--- src/rtl/fetch_queue_if.sv ---
// fetch_queue_if: bundles the fetch queue's redirect, instruction-ROM and
// decode-side dequeue signals.
//   slave  : the fetch queue itself (drives imem_addr and the deq_* / status outputs)
//   master : the surrounding pipeline (drives redirect, imem_data, deq_ready)
// Signals:
//   redirect, redirect_pc    : flush and restart fetch at redirect_pc
//   imem_addr, imem_data     : combinational instruction ROM port
//   deq_ready, deq_valid     : head handshake with decode
//   deq_instr, deq_pc, deq_npc : head entry contents (npc = pc + 4)
//   count, full, empty       : occupancy
interface fetch_queue_if #(
  parameter int DATA_W = 32,
  parameter int ADDR_W = 9,
  parameter int DEPTH  = 4
);
  localparam int CNT_W = $clog2(DEPTH + 1);

  logic              redirect;
  logic [31:0]       redirect_pc;
  logic [ADDR_W-1:0] imem_addr;
  logic [DATA_W-1:0] imem_data;
  logic              deq_ready;
  logic              deq_valid;
  logic [DATA_W-1:0] deq_instr;
  logic [31:0]       deq_pc;
  logic [31:0]       deq_npc;
  logic [CNT_W-1:0]  count;
  logic              full;
  logic              empty;

  modport slave (
    input  redirect, redirect_pc, imem_data, deq_ready,
    output imem_addr, deq_valid, deq_instr, deq_pc, deq_npc, count, full, empty
  );

  modport master (
    output redirect, redirect_pc, imem_data, deq_ready,
    input  imem_addr, deq_valid, deq_instr, deq_pc, deq_npc, count, full, empty
  );
endinterface

--- src/rtl/fetch_queue.sv ---
// fetch_queue: instruction fetch unit with a DEPTH-entry circular queue.
// Fetches one word per cycle from a combinational ROM at fetch_pc, stores
// {instr, pc} entries and presents the oldest entry to decode. A redirect
// flushes the queue and restarts fetch at the word-aligned redirect_pc.
// Ports:
//   clk   : rising-edge clock
//   reset : synchronous, active-low
//   bus   : fetch_queue_if.slave (ROM port, redirect, dequeue handshake, status)
module fetch_queue #(
  parameter int          DATA_W   = 32,
  parameter int          ADDR_W   = 9,
  parameter int          DEPTH    = 4,
  parameter logic [31:0] RESET_PC = 32'h0000_0000
) (
  input  logic          clk,
  input  logic          reset,
  fetch_queue_if.slave  bus
);
  localparam int PTR_W = (DEPTH > 1) ? $clog2(DEPTH) : 1;
  localparam int CNT_W = $clog2(DEPTH + 1);
  localparam logic [CNT_W-1:0] DEPTH_CNT = CNT_W'(DEPTH);

  logic [31:0]       fetch_pc;
  logic [PTR_W-1:0]  rd_ptr;
  logic [PTR_W-1:0]  wr_ptr;
  logic [CNT_W-1:0]  cnt;
  logic [DATA_W-1:0] instr_mem [DEPTH];
  logic [31:0]       pc_mem    [DEPTH];

  logic        head_valid;
  logic        do_deq;
  logic        do_enq;
  logic [31:0] head_pc;

  assign head_valid = (cnt != '0);
  assign do_deq     = head_valid && bus.deq_ready && !bus.redirect;
  // A full queue can still accept a word when the head leaves in the same cycle.
  assign do_enq     = !bus.redirect && ((cnt != DEPTH_CNT) || do_deq);

  always_ff @(posedge clk) begin
    if (!reset) begin
      fetch_pc <= RESET_PC;
      rd_ptr   <= '0;
      wr_ptr   <= '0;
      cnt      <= '0;
    end else if (bus.redirect) begin
      fetch_pc <= {bus.redirect_pc[31:2], 2'b00};
      rd_ptr   <= '0;
      wr_ptr   <= '0;
      cnt      <= '0;
    end else begin
      if (do_enq) begin
        fetch_pc <= fetch_pc + 32'd4;
        wr_ptr   <= wr_ptr + 1'b1;
      end
      if (do_deq) begin
        rd_ptr <= rd_ptr + 1'b1;
      end
      if (do_enq && !do_deq) begin
        cnt <= cnt + 1'b1;
      end else if (!do_enq && do_deq) begin
        cnt <= cnt - 1'b1;
      end
    end
  end

  // Storage is not reset; empty entries are masked at the outputs instead.
  always_ff @(posedge clk) begin
    if (reset && do_enq) begin
      instr_mem[wr_ptr] <= bus.imem_data;
      pc_mem[wr_ptr]    <= fetch_pc;
    end
  end

  assign head_pc       = head_valid ? pc_mem[rd_ptr] : 32'h0;

  assign bus.imem_addr = fetch_pc[ADDR_W-1:0];
  assign bus.deq_valid = head_valid;
  assign bus.deq_instr = head_valid ? instr_mem[rd_ptr] : '0;
  assign bus.deq_pc    = head_pc;
  assign bus.deq_npc   = head_pc + 32'd4;
  assign bus.count     = cnt;
  assign bus.full      = (cnt == DEPTH_CNT);
  assign bus.empty     = !head_valid;
endmodule

--- src/flat_wrapper.sv ---
// flat-port wrapper written by rule: the top's interface ports become plain ports
module fetch_queue_flat 
#(
  parameter int          DATA_W   = 32,
  parameter int          ADDR_W   = 9,
  parameter int          DEPTH    = 4,
  parameter logic [31:0] RESET_PC = 32'h0000_0000
)
  (clk, reset, bus_redirect, bus_redirect_pc, bus_imem_data, bus_deq_ready, bus_imem_addr, bus_deq_valid, bus_deq_instr, bus_deq_pc, bus_deq_npc, bus_count, bus_full, bus_empty);
  fetch_queue_if #(.DATA_W(DATA_W), .ADDR_W(ADDR_W), .DEPTH(DEPTH)) bus_i ();
  input  logic clk;
  input  logic reset;
  input wire logic [$bits(bus_i.redirect)-1:0] bus_redirect;
  input wire logic [$bits(bus_i.redirect_pc)-1:0] bus_redirect_pc;
  input wire logic [$bits(bus_i.imem_data)-1:0] bus_imem_data;
  input wire logic [$bits(bus_i.deq_ready)-1:0] bus_deq_ready;
  output wire logic [$bits(bus_i.imem_addr)-1:0] bus_imem_addr;
  output wire logic [$bits(bus_i.deq_valid)-1:0] bus_deq_valid;
  output wire logic [$bits(bus_i.deq_instr)-1:0] bus_deq_instr;
  output wire logic [$bits(bus_i.deq_pc)-1:0] bus_deq_pc;
  output wire logic [$bits(bus_i.deq_npc)-1:0] bus_deq_npc;
  output wire logic [$bits(bus_i.count)-1:0] bus_count;
  output wire logic [$bits(bus_i.full)-1:0] bus_full;
  output wire logic [$bits(bus_i.empty)-1:0] bus_empty;
  assign bus_i.redirect = bus_redirect;
  assign bus_i.redirect_pc = bus_redirect_pc;
  assign bus_i.imem_data = bus_imem_data;
  assign bus_i.deq_ready = bus_deq_ready;
  assign bus_imem_addr = bus_i.imem_addr;
  assign bus_deq_valid = bus_i.deq_valid;
  assign bus_deq_instr = bus_i.deq_instr;
  assign bus_deq_pc = bus_i.deq_pc;
  assign bus_deq_npc = bus_i.deq_npc;
  assign bus_count = bus_i.count;
  assign bus_full = bus_i.full;
  assign bus_empty = bus_i.empty;
  fetch_queue #(.DATA_W(DATA_W), .ADDR_W(ADDR_W), .DEPTH(DEPTH), .RESET_PC(RESET_PC)) u_core (.clk(clk), .reset(reset), .bus(bus_i));
endmodule
--- config.mk ---
export PLATFORM = sky130hd
export DESIGN_NAME = fetch_queue_flat
export DESIGN_NICKNAME = d
export VERILOG_FILES = /design/src/rtl/fetch_queue_if.sv /design/src/rtl/fetch_queue.sv /design/src/flat_wrapper.sv
export SDC_FILE = /design/constraint.sdc
export NUM_CORES = 1
export LEC_CHECK = 0
export CAP_MARGIN = 0
export CORE_MARGIN = 3
export CORE_UTILIZATION = 59
export CTS_CLUSTER_DIAMETER = 40
export DETAILED_ROUTE_END_ITERATION = 10
export PLACE_DENSITY = 0.95
export REMOVE_ABC_BUFFERS = 1
export SLEW_MARGIN = 0
export SYNTH_ARGS = -nofsm -noshare
export SYNTH_HDL_FRONTEND = slang
export SYNTH_SLANG_ARGS = --single-unit
--- constraint.sdc ---
create_clock -name clk -period 4.65 [get_ports clk]
set_input_delay 0.465 -clock clk [delete_from_list [all_inputs] [get_ports clk]]
set_output_delay 0.465 -clock clk [all_outputs]
set_load 0.005 [all_outputs]
==> results.toml <==
[critical_path]
critPathArrivalTime_ns = 3.96
critPathMaxStageDelay_ns = 0.66
cp_num_buf_inv = 2
crit_type = "flop to output pin"
crit_top_cell = "nand3_1"
r2r_setup_slack_ns = 1.32
cp-start-kind = "flop"
cp.required_ns = 4.18
r2r_cells = 11
cp.depth = 8
crit_family = "buffers and inverters"
end_kind = "output pin"
critPathSlowestCell = "buf_4"
path_cells = "buf_4 > mux4_2 > nand3_1 > nor2_1 > nor4b_1 > nand3_1 > xnor2_1 > clkdlybuf4s50_1"
worst-path-max-fanout = 56

[drt]
drc = 0
wl_per_cell_microns = 22.08
routed_wl_mm = 28.20
vias_per_cell = 5.977
first_iter_violations = 592
drt_first_pass_iters = 5
dr_total_vias = 7632
ant_nets = 0

[power_and_ir_drop]
power.static_leakage_nw = 5.093
p_per_area_mw_per_mm2 = 403.3
ir_worst_vdd_mv = 0.2642

[floorplan]
rows = 52
initial_core_util_pct = 60.75
dieHeight_microns = 151.3
die_area_sq_mm = 0.02288
core_sq_mm = 0.02049
die_w_microns = 151.3
io-pin-count = 179

[clock_tree]
cts_sinks = 287
clk_pin_slew_ns = 0.06
clkLatencyLatePin_ns = 0.50
cts_tree = "done"
cts_hold_buf = 0
cts_resized = 0
htree_num_levels = 2
clockRootBuffer = "clkbuf_16"
cts_buffer_depth = 3
cts_setup_buffers = 0
numCtsBuffers = 35

[global_routing]
grt_max_degree = 63
grt_pass1_wl_mm = 42.71
grt_pass1_vias = 7596
antenna_found_initial = 0
grt-ovfl-total = 0
grt.total_usage_pct = 24.72

[synth]
yosysMostFrequentCell = "edfxtp_1"
syn_area_sq_mm = 0.01245
yosysUniqueCellTypes = 52
synth.area.top_cells = "edfxtp_1, mux4_2, dfxtp_1"
postSynthCellCount = 810
synth_commonest_cells = "edfxtp_1, and2_1, mux4_2"
synth_top_area_share_pct = 59.81
ys_ff_latch = 287
yosysWarnings = 0
synth_area_leader_cell = "edfxtp_1"
synth_edf_count = 248
avgSynthCellArea_sq_um = 15.37
ys_seq_area_share_pct = 66.08
async_reset_ff_share_pct = 0
yosys_most_used_dff = "edfxtp_1"

[final_layout]
finalNetCount = 1057
syn_to_final_growth_pct = 24.71
final_cells = 1277
antenna_cells = 0
stdcell_area_sq_mm = 0.01553
drive_above_1_share_pct = 14.40

[sta]
skew_ns = 0.01057
finalSetupViolCount = 0
layout_min_cycle_time_ns = 4.426
clock.fmax_mhz = 225.9
maxSlewHeadroom_pct = 36.97
fin_crit_sh_pct = 95.18
tightest_slew_ns = 0.9455
slew_viol_final = 0
hold_viol_final = 0
finalSetupTns_ns = 0
rsz0062_at_grt = "false"

[hold_path]
min_path_type = "flop to flop"
whs_path_depth = 2

[place]
hpwl_mm = 17.53
post-place-cells = 1214
dpl_cell_area_sq_mm = 0.01432
io_buffers = 170
gp_congestion = 0.7938

[run]
maxCapViolCount = 0

[outcome]
status = "finished, final reports clean"
tightest hold or removal path: cells and delay by family (launching register included):
kind	cells	cell delay [ns]
simple gates	1	0.07
flops	1	0.33
compound gates	1	0.06
cells by family (layout without fill, tap and decap cells):
family                   count (synthesis)  in the layout  share of synthesized area, %
other                                    1              6                       0.03012
XOR/XNOR                                59             59                         4.150
multiplexers                            71             71                         11.65
adder cells (fa/ha/maj)                  8              8                        0.8642
AND/OR/NAND/NOR                        230            230                         10.35
flip-flops                             287            287                         66.08
buffers and inverters                   74            266                         3.166
AO/OA/AOI/OAI                           80             80                         3.708
per-stage QoR:
stage,setup WS (ns),utilization [%],power [W],hold slack [ns]
global route,0.02533,75.76,0.006454,0.5364
finish,0.2239,75.76,0.006262,0.5123
floorplan,-0.5429,-,0.003199,0.4601
global placement,0.9355,69.88,0.003518,0.4902
detailed placement,0.7987,69.88,0.003544,0.5033
CTS,0.2206,75.76,0.006297,0.5115
final timing paths:
path                             from                   to
setup / recovery                 flop      bus_deq_npc[29]
hold / removal       u_core.wr_ptr[1]     u_core.wr_ptr[1]
setup reg to reg  u_core.bus.count[0]  u_core.bus.count[2]
hold reg to reg      u_core.wr_ptr[1]     u_core.wr_ptr[1]
cells in the final DEF (no fill, tap or decap), types with 3 or more instances in the layout:
master / n
edfxtp_1: 248
xnor2_1: 38
and3_1: 5
and2_1: 67
xor2_1: 21
bufinv_16: 4
nor3_1: 3
o211ai_1: 7
nand2_1: 44
nand4_1: 14
nor2_1: 28
ha_1: 7
buf_4: 10
clkdlybuf4s50_1: 170
o21ai_0: 38
clkbuf_16: 38
and4_1: 3
dfxtp_1: 37
or3_1: 3
nand3_1: 39
inv_6: 4
mux2i_1: 8
conb_1: 6
and3_2: 4
inv_1: 21
nor2b_1: 3
mux4_2: 57
mux2_2: 3
a211oi_1: 6
clkinv_2: 3
a21oi_1: 23
clkbuf_1: 9
metal layers:
metal / vias to the layer above / wire [microns] / global-route usage, %
met5: - / 0 / 0
met4: 0 / 682 / 8.341
met3: 50 / 2206 / 4.668
met2: 395 / 14490 / 41.90
met1: 3787 / 10820 / 32.44
li1: 3400 / - / -
sequential cells by signal, summed over array words and instances, names as in the netlist, named ones only:
| signal | flops |
|---|---|
| u_core.fetch_pc | 30 |
| u_core.rd_ptr | 2 |
| u_core.pc_mem | 120 |
| u_core.wr_ptr | 2 |
| u_core.instr_mem | 128 |
| u_core.bus.count | 3 |
final cells by class:
class                      count  area [sq um]
timing repair buffer         182          1817
multi-input combinational    454          3854
fill                        1196          4967
inverter                      21         78.83
clock buffer                  48         998.5
sequential                   287          8235
clock inverter                15         206.4
tap                          270         337.8
power by group:
group	switching [W]	internal, W
Clock	0.00102	0.00175
Combinational	0.000255	0.000311
Sequential	0.0000597	0.00287
Note: power is estimated with default switching activity, not from simulation.
